**src/rtl/mem_arb_pkg.sv**
```systemverilog
// Shared types and constants for the two-port memory arbiter.
package mem_arb_pkg;

  localparam int unsigned NUM_PORTS          = 2;
  localparam int unsigned DEFAULT_ADDR_WIDTH = 16;
  localparam int unsigned DEFAULT_DATA_WIDTH = 16;

  typedef enum logic [1:0] {
    IDLE   = 2'd0,
    ACCESS = 2'd1,
    RESP   = 2'd2
  } state_e;

  function automatic logic [NUM_PORTS-1:0] port_onehot(input logic idx);
    return idx ? 2'b10 : 2'b01;
  endfunction

endpackage

```
**src/rtl/mem_arbiter_arb_pick.sv**
```systemverilog
// Combinational winner selection for the arbiter.
// MEM_ARB_ROUND_ROBIN_EN selects round-robin tie-breaking; otherwise port 0 has fixed priority.
module arb_pick
  import mem_arb_pkg::*;
(
  input  logic [NUM_PORTS-1:0] i_req,
  input  logic                 i_last,
  output logic [NUM_PORTS-1:0] o_grant
);

`ifndef MEM_ARB_ROUND_ROBIN_EN
  logic w_unused_last;
  assign w_unused_last = i_last;
`endif

  always_comb begin
    o_grant = '0;
    case (i_req)
      2'b01: o_grant = 2'b01;
      2'b10: o_grant = 2'b10;
      2'b11: begin
`ifdef MEM_ARB_ROUND_ROBIN_EN
        // The port that was not granted last takes the tie.
        o_grant = i_last ? 2'b01 : 2'b10;
`else
        o_grant = 2'b01;
`endif
      end
      default: o_grant = '0;
    endcase
  end

endmodule

```
**src/rtl/mem_arbiter.sv**
```systemverilog
// Two-port arbiter onto a single registered memory bus; each access is IDLE -> ACCESS -> RESP.
// MEM_ARB_ROUND_ROBIN_EN enables the last-grant pointer and round-robin ties.
module mem_arbiter
  import mem_arb_pkg::*;
#(
  parameter int unsigned ADDR_WIDTH = DEFAULT_ADDR_WIDTH,
  parameter int unsigned DATA_WIDTH = DEFAULT_DATA_WIDTH
) (
  input  logic                  clk,
  input  logic                  reset_n,

  input  logic                  m0_req,
  input  logic                  m0_we_n,
  input  logic [ADDR_WIDTH-1:0] m0_addr,
  input  logic [DATA_WIDTH-1:0] m0_wdata,
  output logic                  m0_gnt,
  output logic                  m0_done,
  output logic [DATA_WIDTH-1:0] m0_rdata,

  input  logic                  m1_req,
  input  logic                  m1_we_n,
  input  logic [ADDR_WIDTH-1:0] m1_addr,
  input  logic [DATA_WIDTH-1:0] m1_wdata,
  output logic                  m1_gnt,
  output logic                  m1_done,
  output logic [DATA_WIDTH-1:0] m1_rdata,

  output logic [ADDR_WIDTH-1:0] mem_addr,
  output logic [DATA_WIDTH-1:0] mem_wdata,
  output logic                  mem_we_n,
  input  logic [DATA_WIDTH-1:0] mem_rdata
);

  state_e                r_state;
  logic                  r_win;
  logic                  r_win_rd;
  logic [NUM_PORTS-1:0]  r_gnt;
  logic [NUM_PORTS-1:0]  r_done;
  logic [ADDR_WIDTH-1:0] r_mem_addr;
  logic [DATA_WIDTH-1:0] r_mem_wdata;
  logic                  r_mem_we_n;
  logic [DATA_WIDTH-1:0] r_rdata0;
  logic [DATA_WIDTH-1:0] r_rdata1;

  logic [NUM_PORTS-1:0]  w_req;
  logic [NUM_PORTS-1:0]  w_grant;
  logic                  w_last;
  logic                  w_win;
  logic                  w_sel_we_n;
  logic [ADDR_WIDTH-1:0] w_sel_addr;
  logic [DATA_WIDTH-1:0] w_sel_wdata;
  logic                  w_resp_rd;

  assign w_req       = {m1_req, m0_req};
  assign w_win       = w_grant[1];
  assign w_sel_we_n  = w_win ? m1_we_n  : m0_we_n;
  assign w_sel_addr  = w_win ? m1_addr  : m0_addr;
  assign w_sel_wdata = w_win ? m1_wdata : m0_wdata;

  arb_pick u_arb_pick (
    .i_req   (w_req),
    .i_last  (w_last),
    .o_grant (w_grant)
  );

`ifdef MEM_ARB_ROUND_ROBIN_EN
  logic r_last;

  always_ff @(posedge clk or negedge reset_n) begin
    if (!reset_n) begin
      r_last <= 1'b1;
    end else if (r_state == IDLE && |w_req) begin
      r_last <= w_win;
    end
  end

  assign w_last = r_last;
`else
  assign w_last = 1'b1;
`endif

  always_ff @(posedge clk or negedge reset_n) begin
    if (!reset_n) begin
      r_state     <= IDLE;
      r_win       <= 1'b0;
      r_win_rd    <= 1'b1;
      r_gnt       <= '0;
      r_done      <= '0;
      r_mem_addr  <= '0;
      r_mem_wdata <= '0;
      r_mem_we_n  <= 1'b1;
      r_rdata0    <= '0;
      r_rdata1    <= '0;
    end else begin
      case (r_state)
        IDLE: begin
          if (|w_req) begin
            r_state     <= ACCESS;
            r_win       <= w_win;
            r_win_rd    <= w_sel_we_n;
            r_gnt       <= w_grant;
            r_mem_addr  <= w_sel_addr;
            r_mem_wdata <= w_sel_wdata;
            r_mem_we_n  <= w_sel_we_n;
          end
        end
        ACCESS: begin
          r_state    <= RESP;
          r_gnt      <= '0;
          r_done     <= port_onehot(r_win);
          r_mem_we_n <= 1'b1;
        end
        RESP: begin
          r_state <= IDLE;
          r_done  <= '0;
          if (r_win_rd) begin
            if (r_win) r_rdata1 <= mem_rdata;
            else       r_rdata0 <= mem_rdata;
          end
        end
        default: r_state <= IDLE;
      endcase
    end
  end

  // Read data arrives during RESP, so the winner sees it live and the register keeps it afterwards.
  assign w_resp_rd = (r_state == RESP) && r_win_rd;
  assign m0_rdata  = (w_resp_rd && !r_win) ? mem_rdata : r_rdata0;
  assign m1_rdata  = (w_resp_rd &&  r_win) ? mem_rdata : r_rdata1;

  assign m0_gnt    = r_gnt[0];
  assign m1_gnt    = r_gnt[1];
  assign m0_done   = r_done[0];
  assign m1_done   = r_done[1];
  assign mem_addr  = r_mem_addr;
  assign mem_wdata = r_mem_wdata;
  assign mem_we_n  = r_mem_we_n;

endmodule

```
**config.mk**
```make
export PLATFORM = sky130hd
export DESIGN_NAME = mem_arbiter
export DESIGN_NICKNAME = d
export VERILOG_FILES = /design/src/rtl/mem_arb_pkg.sv /design/src/rtl/mem_arbiter_arb_pick.sv /design/src/rtl/mem_arbiter.sv
export SDC_FILE = /design/constraint.sdc
export NUM_CORES = 1
export LEC_CHECK = 0
export CORE_MARGIN = 2
export CORE_UTILIZATION = 28
export DETAILED_ROUTE_END_ITERATION = 10
export GPL_ROUTABILITY_DRIVEN = 0
export SLEW_MARGIN = 25
export SYNTH_ARGS = -nofsm -noshare
export SYNTH_HDL_FRONTEND = slang
export SYNTH_SLANG_ARGS = --single-unit
export TNS_END_PERCENT = 50
```
**constraint.sdc**
```tcl
create_clock -name clk -period 1.6 [get_ports clk]
set_input_delay 0.4 -clock clk [delete_from_list [all_inputs] [get_ports clk]]
set_output_delay 0.4 -clock clk [all_outputs]
set_load 0.1 [all_outputs]
```
======== Word level (Yosys, flattened, before mapping) ========
Cells that the tools add are included.
storage, ports and cells
  register bits ........................... 73
  input port bits ......................... 86
  output and inout bits ................... 69
  logic and storage cells ................. 44
operators by class
  equality and inequality tests ........... 6
  muxes and demuxes ....................... 14
  bitwise gates (word level) .............. 1
  reductions and logical operators ........ 13
operators with widths
  kind                                                                   count
  16-bit two-way mux                                                     4
  2-bit one-hot mux with 2 select lines                                  4
  2-bit equality test, second input constant                             3
  2-bit two-way mux                                                      3
  3-bit AND reduction                                                    2
  2-bit by 1-bit equality test with 1-bit output, second input constant  2
  2-bit AND reduction                                                    2
  2-bit nonzero test                                                     2
  2-bit OR reduction                                                     2
  1-bit logical AND                                                      3
  2-bit logical NOT                                                      1
  1-bit two-way mux                                                      2
  2-bit != test, second input constant                                   1
  1-bit one-hot mux with 2 select lines                                  1
  1-bit logical NOT                                                      1
  1-bit inverter                                                         1

======== Depth between registers and ports, before layout ========
Gate-level depths: netlist of run 1.
  depth in word-level cells ............... 6
  mapped depth ............................ 7
  depth with buffers taken out ............ 5

======== Hierarchy ========
Synthesis of run 1 repeated with hierarchy kept, for this count alone.
second synthesis, totals
  cell total of the unflattened synthesis .. 288
  area total of the unflattened synthesis .. 3722.3 um^2
by module, submodules not included
  module       instances  cells each  area each (um^2)  sequential area each (um^2)
  mem_arbiter  1          286         3712.3            1829.3
  arb_pick     1          2           10.0              0.0

======== Least setup slack after synthesis of run 1 ========
OpenSTA, ideal clock, no wires.
  path kind ............................... flip-flop to output port
  start ................................... reg r_state[0]
  end ..................................... out m0_rdata[0]
  arrival time ............................ 1775 ps
  required time ........................... 1200 ps
  setup slack ............................. -575 ps
  cell stages (with the launch flop) ...... 6
  path buffers ............................ 1
  cells stage by stage .................... dfrtp_1 > inv_1 > ha_1 > nand3b_4 > buf_4 > mux2_1
between the ends
  cells in the longest elaborated chain, start to end .. 4
ends and longest elaborated chain
  item                    line                RTL
  start, declared         mem_arbiter.sv:34   state_e r_state;
  start signal, assigned  mem_arbiter.sv:84   r_state <= IDLE;
  start signal, assigned  mem_arbiter.sv:98   r_state <= ACCESS;
  start signal, assigned  mem_arbiter.sv:108  r_state <= RESP;
  2-bit equality test     mem_arbiter.sv:127  assign w_resp_rd = (r_state == RESP) && r_win_rd;
  1-bit logical AND       mem_arbiter.sv:127
  1-bit logical AND       mem_arbiter.sv:128  assign m0_rdata = (w_resp_rd && !r_win) ? mem_rdata : r_rdata0;
  16-bit two-way mux      mem_arbiter.sv:128
  end, declared           mem_arbiter.sv:18   output logic [DATA_WIDTH-1:0] m0_rdata,
Every way passes these cells.

======== Worst setup path after layout of run 1 ========
  start ................................... reg r_state[0]
  end ..................................... out m1_rdata[8]
between the ends
  cells in the longest elaborated chain, start to end .. 4
ends and longest elaborated chain
  item                 line                RTL
  2-bit equality test  mem_arbiter.sv:127
  1-bit logical AND    mem_arbiter.sv:127
  1-bit logical AND    mem_arbiter.sv:129  assign m1_rdata = (w_resp_rd && r_win) ? mem_rdata : r_rdata1;
  16-bit two-way mux   mem_arbiter.sv:129
  end, declared        mem_arbiter.sv:26   output logic [DATA_WIDTH-1:0] m1_rdata,
Every way passes these cells.

==> results of run 1 <==
-- critical path: stages (launching register included) --
cell                      delay [ps]
sky130_fd_sc_hd__dfrtp_1         390
sky130_fd_sc_hd__inv_2            80
sky130_fd_sc_hd__ha_4            160
sky130_fd_sc_hd__nand3_4         120
sky130_fd_sc_hd__buf_12          190
sky130_fd_sc_hd__mux2_4          320
sky130_fd_sc_hd__buf_12          170
-- cell usage after synthesis (all sizes together) --
library cell	n	area [µm²]
a21oi	3	15.01
dfstp	2	52.55
mux2i	35	350.3
nand3b	2	27.53
ha	4	50.05
nand2b	1	6.260
clkbuf	2	7.510
nand3	1	10.01
nor2	4	15.01
o21ai	36	191.4
buf	15	153.9
inv	5	18.77
a2bb2oi	1	8.760
dfrtp	71	1777
nand2	36	135.1
mux2	66	750.7
a22oi	1	7.510
o31ai	1	7.510
-- final timing paths --
kind,end,slack [ps],cells after the start
max in group asynchronous,r_win_rd$_DFFE_PN1P_,520,3
worst max register to register,mem_wdata[0]$_DFFE_PN0P_,-50,8
worst max-delay path,m1_rdata[8],-550,6
worst min-delay path,r_rdata0[14]$_DFFE_PN0P_,500,1
min in group asynchronous,r_rdata1[11]$_DFFE_PN0P_,550,2
worst min register to register,r_rdata0[14]$_DFFE_PN0P_,500,1
-- cell families (layout without fill, tap and decap cells) --
kind of cell | Yosys count | count (layout) | synth area share (%)
mux | 101 | 101 | 30.72
flops | 73 | 73 | 51.03
simple gates | 44 | 44 | 5.410
compound gates | 42 | 42 | 6.422
buf+inv | 22 | 231 | 5.026
fa+ha+maj | 4 | 4 | 1.396
-- state kept, by name, summed over array words and instances, names as in the netlist --
| name | cells |
|---|---|
| r_rdata1 | 16 |
| r_state | 2 |
| r_win_rd | 1 |
| mem_addr | 16 |
| r_gnt | 2 |
| r_rdata0 | 16 |
| r_win | 1 |
| mem_wdata | 16 |
| r_done | 2 |
| mem_we_n | 1 |
-- stage by stage --
stage | setup WS [ps] | instances
5_1_grt | -615.7 | 667
6_report | -554.9 | 667
3_3_place_gp | -183.2 | 639
2_1_floorplan | -137.5 | 286
4_1_cts | -557.1 | 660
3_5_place_dp | -200.3 | 639
-- final cells by class --
cell class	count	area, µm²	share of cell area [%]
repair buffers	210	2773	40.42
flip-flops and latches	73	1829	26.66
multi-input cells	191	1730	25.22
clock buffers	14	284.0	4.140
well taps	172	215.2	3.137
inverters	5	18.77	0.2736
clock inverters	2	10.01	0.1459
-- layer usage --
metal | global-route usage, % | wire (µm) | part of all wire (%)
met3 | 6.025 | 1191 | 13
met1 | 16.35 | 3695 | 39
met5 | 0 | 0 | 0
met4 | 6.824 | 274 | 2.9
met2 | 22.30 | 4320 | 46
-- timing repair --
| action | 4_1_cts | 5_1_grt |
|---|---|---|
| endpoints found under the setup margin | 32 | 66 |
| hold buffers | 1 | 0 |
| setup buffers | 4 | 6 |
| cloned | 0 | 1 |
| gates resized for setup | 2 | 9 |
| hold endpoints to repair | 18 | 0 |
==> run_results.csv, run 1 <==
group,metric,value,unit
status,outcome,"finished, violations left",
status,violations,"setup timing",
layout,final_util,54.58,%
logic_synthesis,synthesized_nets,376,
logic_synthesis,netlist_instances,286,
die,die_area,13720,µm²
placement,postPlaceCellArea,6416,µm²
timing,report.final.slew_viol_count,0,
routing,drc,0,
grt,first_global_vias,2969,
clock_network,cts-htree-levels,3,
logic_synthesis,netlist_area,3585,µm²
logic_synthesis,ys_seq_elements,73,
layout,finalInstanceArea,6860,µm²
clock_network,clkTransAtPathRegs,50,ps
critical_path,critical_path.startpoint,"r_state[0]$_DFFE_PN0P_",
timing,rsz_0062_raised_after_global_routing,"yes",
critical_path,critical_path.max_fanout,16,
run,timing.max_cap.violations,0,
layout,antenna_cell_count,0,
logic_synthesis,synth_seq_area_share,51.03,%
die,chipHeight,117.1,µm
timing,max_slew.worst_pin.slew,347.1,ps
clock_network,clk_root_buffer_cell,"sky130_fd_sc_hd__clkbuf_16",
critical_path,crit_type,"reg2out",
grt,grt_first_pass_wirelength,14680,µm
die,io-pin-count,155,
logic_synthesis,synth_cell_type_count,27,
grt,total_global_routing_overflow,0,
timing,fin_ws,-554.9,ps
routing,vias_per_cell,4.340,
clock_network,worstSkewPairLatency,330,ps
timing,slew_headroom,76.77,%
grt,global_route.usage.total,14.05,%
hold_path,hold_path_class,"reg2reg",
critical_path,crit_path_start_kind,"register",
clock_network,cts.path.max_buffers,2,
clock_network,cts_made_buffers,9,
routing,first_iter_violations,60,
layout,area_growth_syn_to_layout,91.38,%
routing,final_antenna_net_count,0,
layout,finalNetCount,580,
timing,fin_crit_sh,134.7,%
die,floorplan.initialDensity,28.52,%
layout,filler_cell_count,1092,
die,core_area,12570,µm²
timing,final-hold-violation-count,0,
timing,worst_clock_skew,4.797,ps
layout,final_common_cell,"sky130_fd_sc_hd__clkdlybuf4s50_1",
critical_path,required,1200,ps
die,floorplan.rows,41,
placement,port-buffer-count,154,
placement,place_hpwl,7405,µm
timing,fmax,464.1,MHz
routing,detail_route.wl_per_cell,14.22,µm
routing,vias,2895,
timing,final.min_clock_period,2155,ps
die,dieWidth,117.1,µm
routing,drt_first_pass_iters,4,
layout,mostFrequentLayoutCells,"sky130_fd_sc_hd__clkdlybuf4s50_1, sky130_fd_sc_hd__buf_12, sky130_fd_sc_hd__dfrtp_1, sky130_fd_sc_hd__buf_4, sky130_fd_sc_hd__nand2_1",
clock_network,cts_num_sinks,73,
grt,antenna_found_initial,0,
logic_synthesis,synthesis.area_per_instance,12.53,µm²
critical_path,worstReg2RegStart,"r_state[0]$_DFFE_PN0P_",
logic_synthesis,synth-warning-count,0,
critical_path,endpoint_kind,"primary output",
layout,fraction_of_layout_instances_using_a_drive_strength_above_1,43.84,%
timing,timing.setup.tns,-17460,ps
hold_path,hold_path_startpoint,"r_rdata0[14]$_DFFE_PN0P_",
grt,maximum_number_of_pins_on_one_net_before_global_route_repair,47,
timing,number_of_setup_violations_in_the_final_report,53,
routing,routed_wl,9482,µm
critical_path,worst_ep_arrival_time,1750,ps
timing,fin_worst_hold_slack,503.8,ps
clock_network,tritoncts,"built",
Power of run 1 is left out: the tool's default activity adds up to more than one toggle a clock period on the data nets, which glitch-free logic cannot reach.
==> run 2: changes to the inputs <==
- CTS_BUF_LIST: not set -> sky130_fd_sc_hd__clkbuf_2 sky130_fd_sc_hd__clkbuf_4 sky130_fd_sc_hd__clkbuf_8
- GPL_ROUTABILITY_DRIVEN: 0 -> 1
==> run 2 against run 1 <==
The run still ends with setup timing left. Utilization decreased by 1.0 points. Clock skew increased by 5.3 ps. Worst hold slack improved by 4.4 ps. Critical path depth is the same. Critical path type unchanged. Critical endpoint unchanged.
==> run_results.csv, run 2 (same netlist as run 1, synthesis figures left out) <==
group,metric,value,unit
clock_network,cts-htree-levels,3,
critical_path,required,1200,ps
timing,worst_clock_skew,10.12,ps
die,core_area,12570,µm²
hold_path,hold_path_startpoint,"r_rdata0[14]$_DFFE_PN0P_",
critical_path,timing.critical_path.slowest_cell_delay,390,ps
die,dieWidth,117.1,µm
critical_path,crit_path_start_kind,"register",
die,io-pin-count,155,
timing,final-hold-violation-count,0,
status,violations,"setup timing",
critical_path,path_common_cell,"sky130_fd_sc_hd__buf_12",
critical_path,worst_ep_arrival_time,1780,ps
placement,placer_congestion,0.7390,
layout,final_common_cell,"sky130_fd_sc_hd__clkdlybuf4s50_1",
critical_path,endpoint_kind,"primary output",
grt,first_global_vias,2977,
clock_network,cts_made_buffers,9,
timing,rsz_0062_raised_after_global_routing,"yes",
critical_path,crit_chain,"inv_2 > ha_4 > nand3_4 > buf_12 > mux2_4 > buf_12",
clock_network,clk_root_buffer_cell,"sky130_fd_sc_hd__clkbuf_8",
grt,antenna_found_initial,0,
clock_network,clkTransAtPathRegs,70,ps
layout,area_growth_syn_to_layout,87.82,%
clock_network,worstSkewPairLatency,350,ps
timing,max_slew.worst_pin.slew,302.9,ps
critical_path,crit_type,"reg2out",
timing,fmax,458.1,MHz
hold_path,hold_path_class,"reg2reg",
critical_path,worstReg2RegStart,"r_state[0]$_DFFE_PN0P_",
timing,final.min_clock_period,2183,ps
routing,final_antenna_net_count,0,
grt,maximum_number_of_pins_on_one_net_before_global_route_repair,47,
critical_path,ff2ff_setup_slack,-40,ps
placement,place_hpwl,7405,µm
timing,number_of_setup_violations_in_the_final_report,44,
layout,antenna_cell_count,0,
layout,fraction_of_layout_instances_using_a_drive_strength_above_1,43.58,%
routing,vias_per_cell,4.332,
clock_network,tritoncts,"built",
timing,fin_ws,-582.9,ps
critical_path,slowest_stage,"sky130_fd_sc_hd__dfrtp_1",
timing,slew_headroom,79.23,%
hold_path,hold_end,"r_rdata0[14]$_DFFE_PN0P_",
critical_path,critical_path.max_fanout,16,
die,chipHeight,117.1,µm
routing,drc,0,
timing,report.final.slew_viol_count,0,
routing,routed_wl,9406,µm
grt,total_global_routing_overflow,0,
routing,drt_first_pass_iters,4,
layout,mostFrequentLayoutCells,"sky130_fd_sc_hd__clkdlybuf4s50_1, sky130_fd_sc_hd__buf_12, sky130_fd_sc_hd__dfrtp_1, sky130_fd_sc_hd__buf_4, sky130_fd_sc_hd__nand2_1",
timing,fin_crit_sh,136.4,%
routing,vias,2872,
clock_network,cts_num_sinks,73,
routing,first_iter_violations,57,
hold_path,hold_path_depth,1,
grt,grt_first_pass_wirelength,14650,µm
status,outcome,"finished, violations left",
die,floorplan.initialDensity,28.52,%
layout,finalNetCount,576,
layout,final_util,53.57,%
critical_path,reg2reg_to,"mem_addr[6]$_DFFE_PN0P_",
critical_path,worst_reg_to_reg_path_cell_count,9,
clock_network,cts.path.max_buffers,2,
run,timing.max_cap.violations,0,
routing,detail_route.wl_per_cell,14.19,µm
placement,port-buffer-count,154,
die,die_area,13720,µm²
grt,global_route.usage.total,13.96,%
die,floorplan.rows,41,
## run 2: changes by cell type in the layout (fill, tap and decap cells not counted), sizes merged
cell / delta
buf: -4
## run 2: how the worst max path moves through the flow
| stage | start | endpoint | cells past startpoint |
|---|---|---|---|
| after floorplan | r_state[0]$_DFFE_PN0P_ | m0_rdata[10] | 5 |
| after global placement | r_state[0]$_DFFE_PN0P_ | m0_rdata[10] | 6 |
| after detailed placement | m0_req | r_win_rd$_DFFE_PN1P_ | 5 |
| after CTS | r_state[0]$_DFFE_PN0P_ | m0_rdata[12] | 6 |
| after global routing | r_state[0]$_DFFE_PN0P_ | m0_rdata[5] | 6 |
| final | r_state[0]$_DFFE_PN0P_ | m1_rdata[8] | 6 |
## run 2: layout make-up
class	count	area, µm²
fillers	1099	5836
repair buffers	206	2743
flip-flops and latches	73	1829
multi-input cells	191	1730
well taps	172	215.2
clock buffers	14	186.4
inverters	5	18.77
clock inverters	2	10.01
## run 2: timing repair
action | in CTS | in global routing
endpoints found under the hold margin | 18 | 0
endpoints found under the setup margin | 32 | 67
buffers inserted | 4 | 2
hold buffers | 1 | 0
gates resized for setup | 2 | 9
gates cloned | 0 | 1
## run 2: critical path, delay by kind of cell (launching register included)
kind | cells | cell delay, ps
AND/OR/NAND/NOR | 1 | 120
adder cells (fa/ha/maj) | 1 | 160
flip-flops | 1 | 390
buffers and inverters | 3 | 440
multiplexers | 1 | 320
## run 2: per-layer routing
| layer | vias to the layer above | track usage [%] | wire, µm | part of all wire [%] |
|---|---|---|---|---|
| met5 | - | 0 | 0 | 0 |
| met4 | 0 | 4.471 | 90 | 0.96 |
| met3 | 6 | 7.415 | 1225 | 13 |
| met2 | 127 | 22.61 | 4437 | 47 |
| met1 | 1342 | 15.93 | 3652 | 39 |
| li1 | 1397 | - | - | - |
## run 2: metrics by stage
stage          setup slack, ps  hold WS [ps]  cell area (µm²)  setup TNS [ps]  instances
2_1_floorplan           -137.5         104.4             3729           -4183        286
3_5_place_dp            -200.3         315.4             6416          -10490        639
6_report                -582.9         508.2             6733          -18180        663
4_1_cts                 -584.5         495.0             6660          -18340        660
5_1_grt                 -656.6         514.1             6733          -22480        663
3_3_place_gp            -183.2         314.2             6416           -9451        639
Power of run 2 is left out for the same reason.
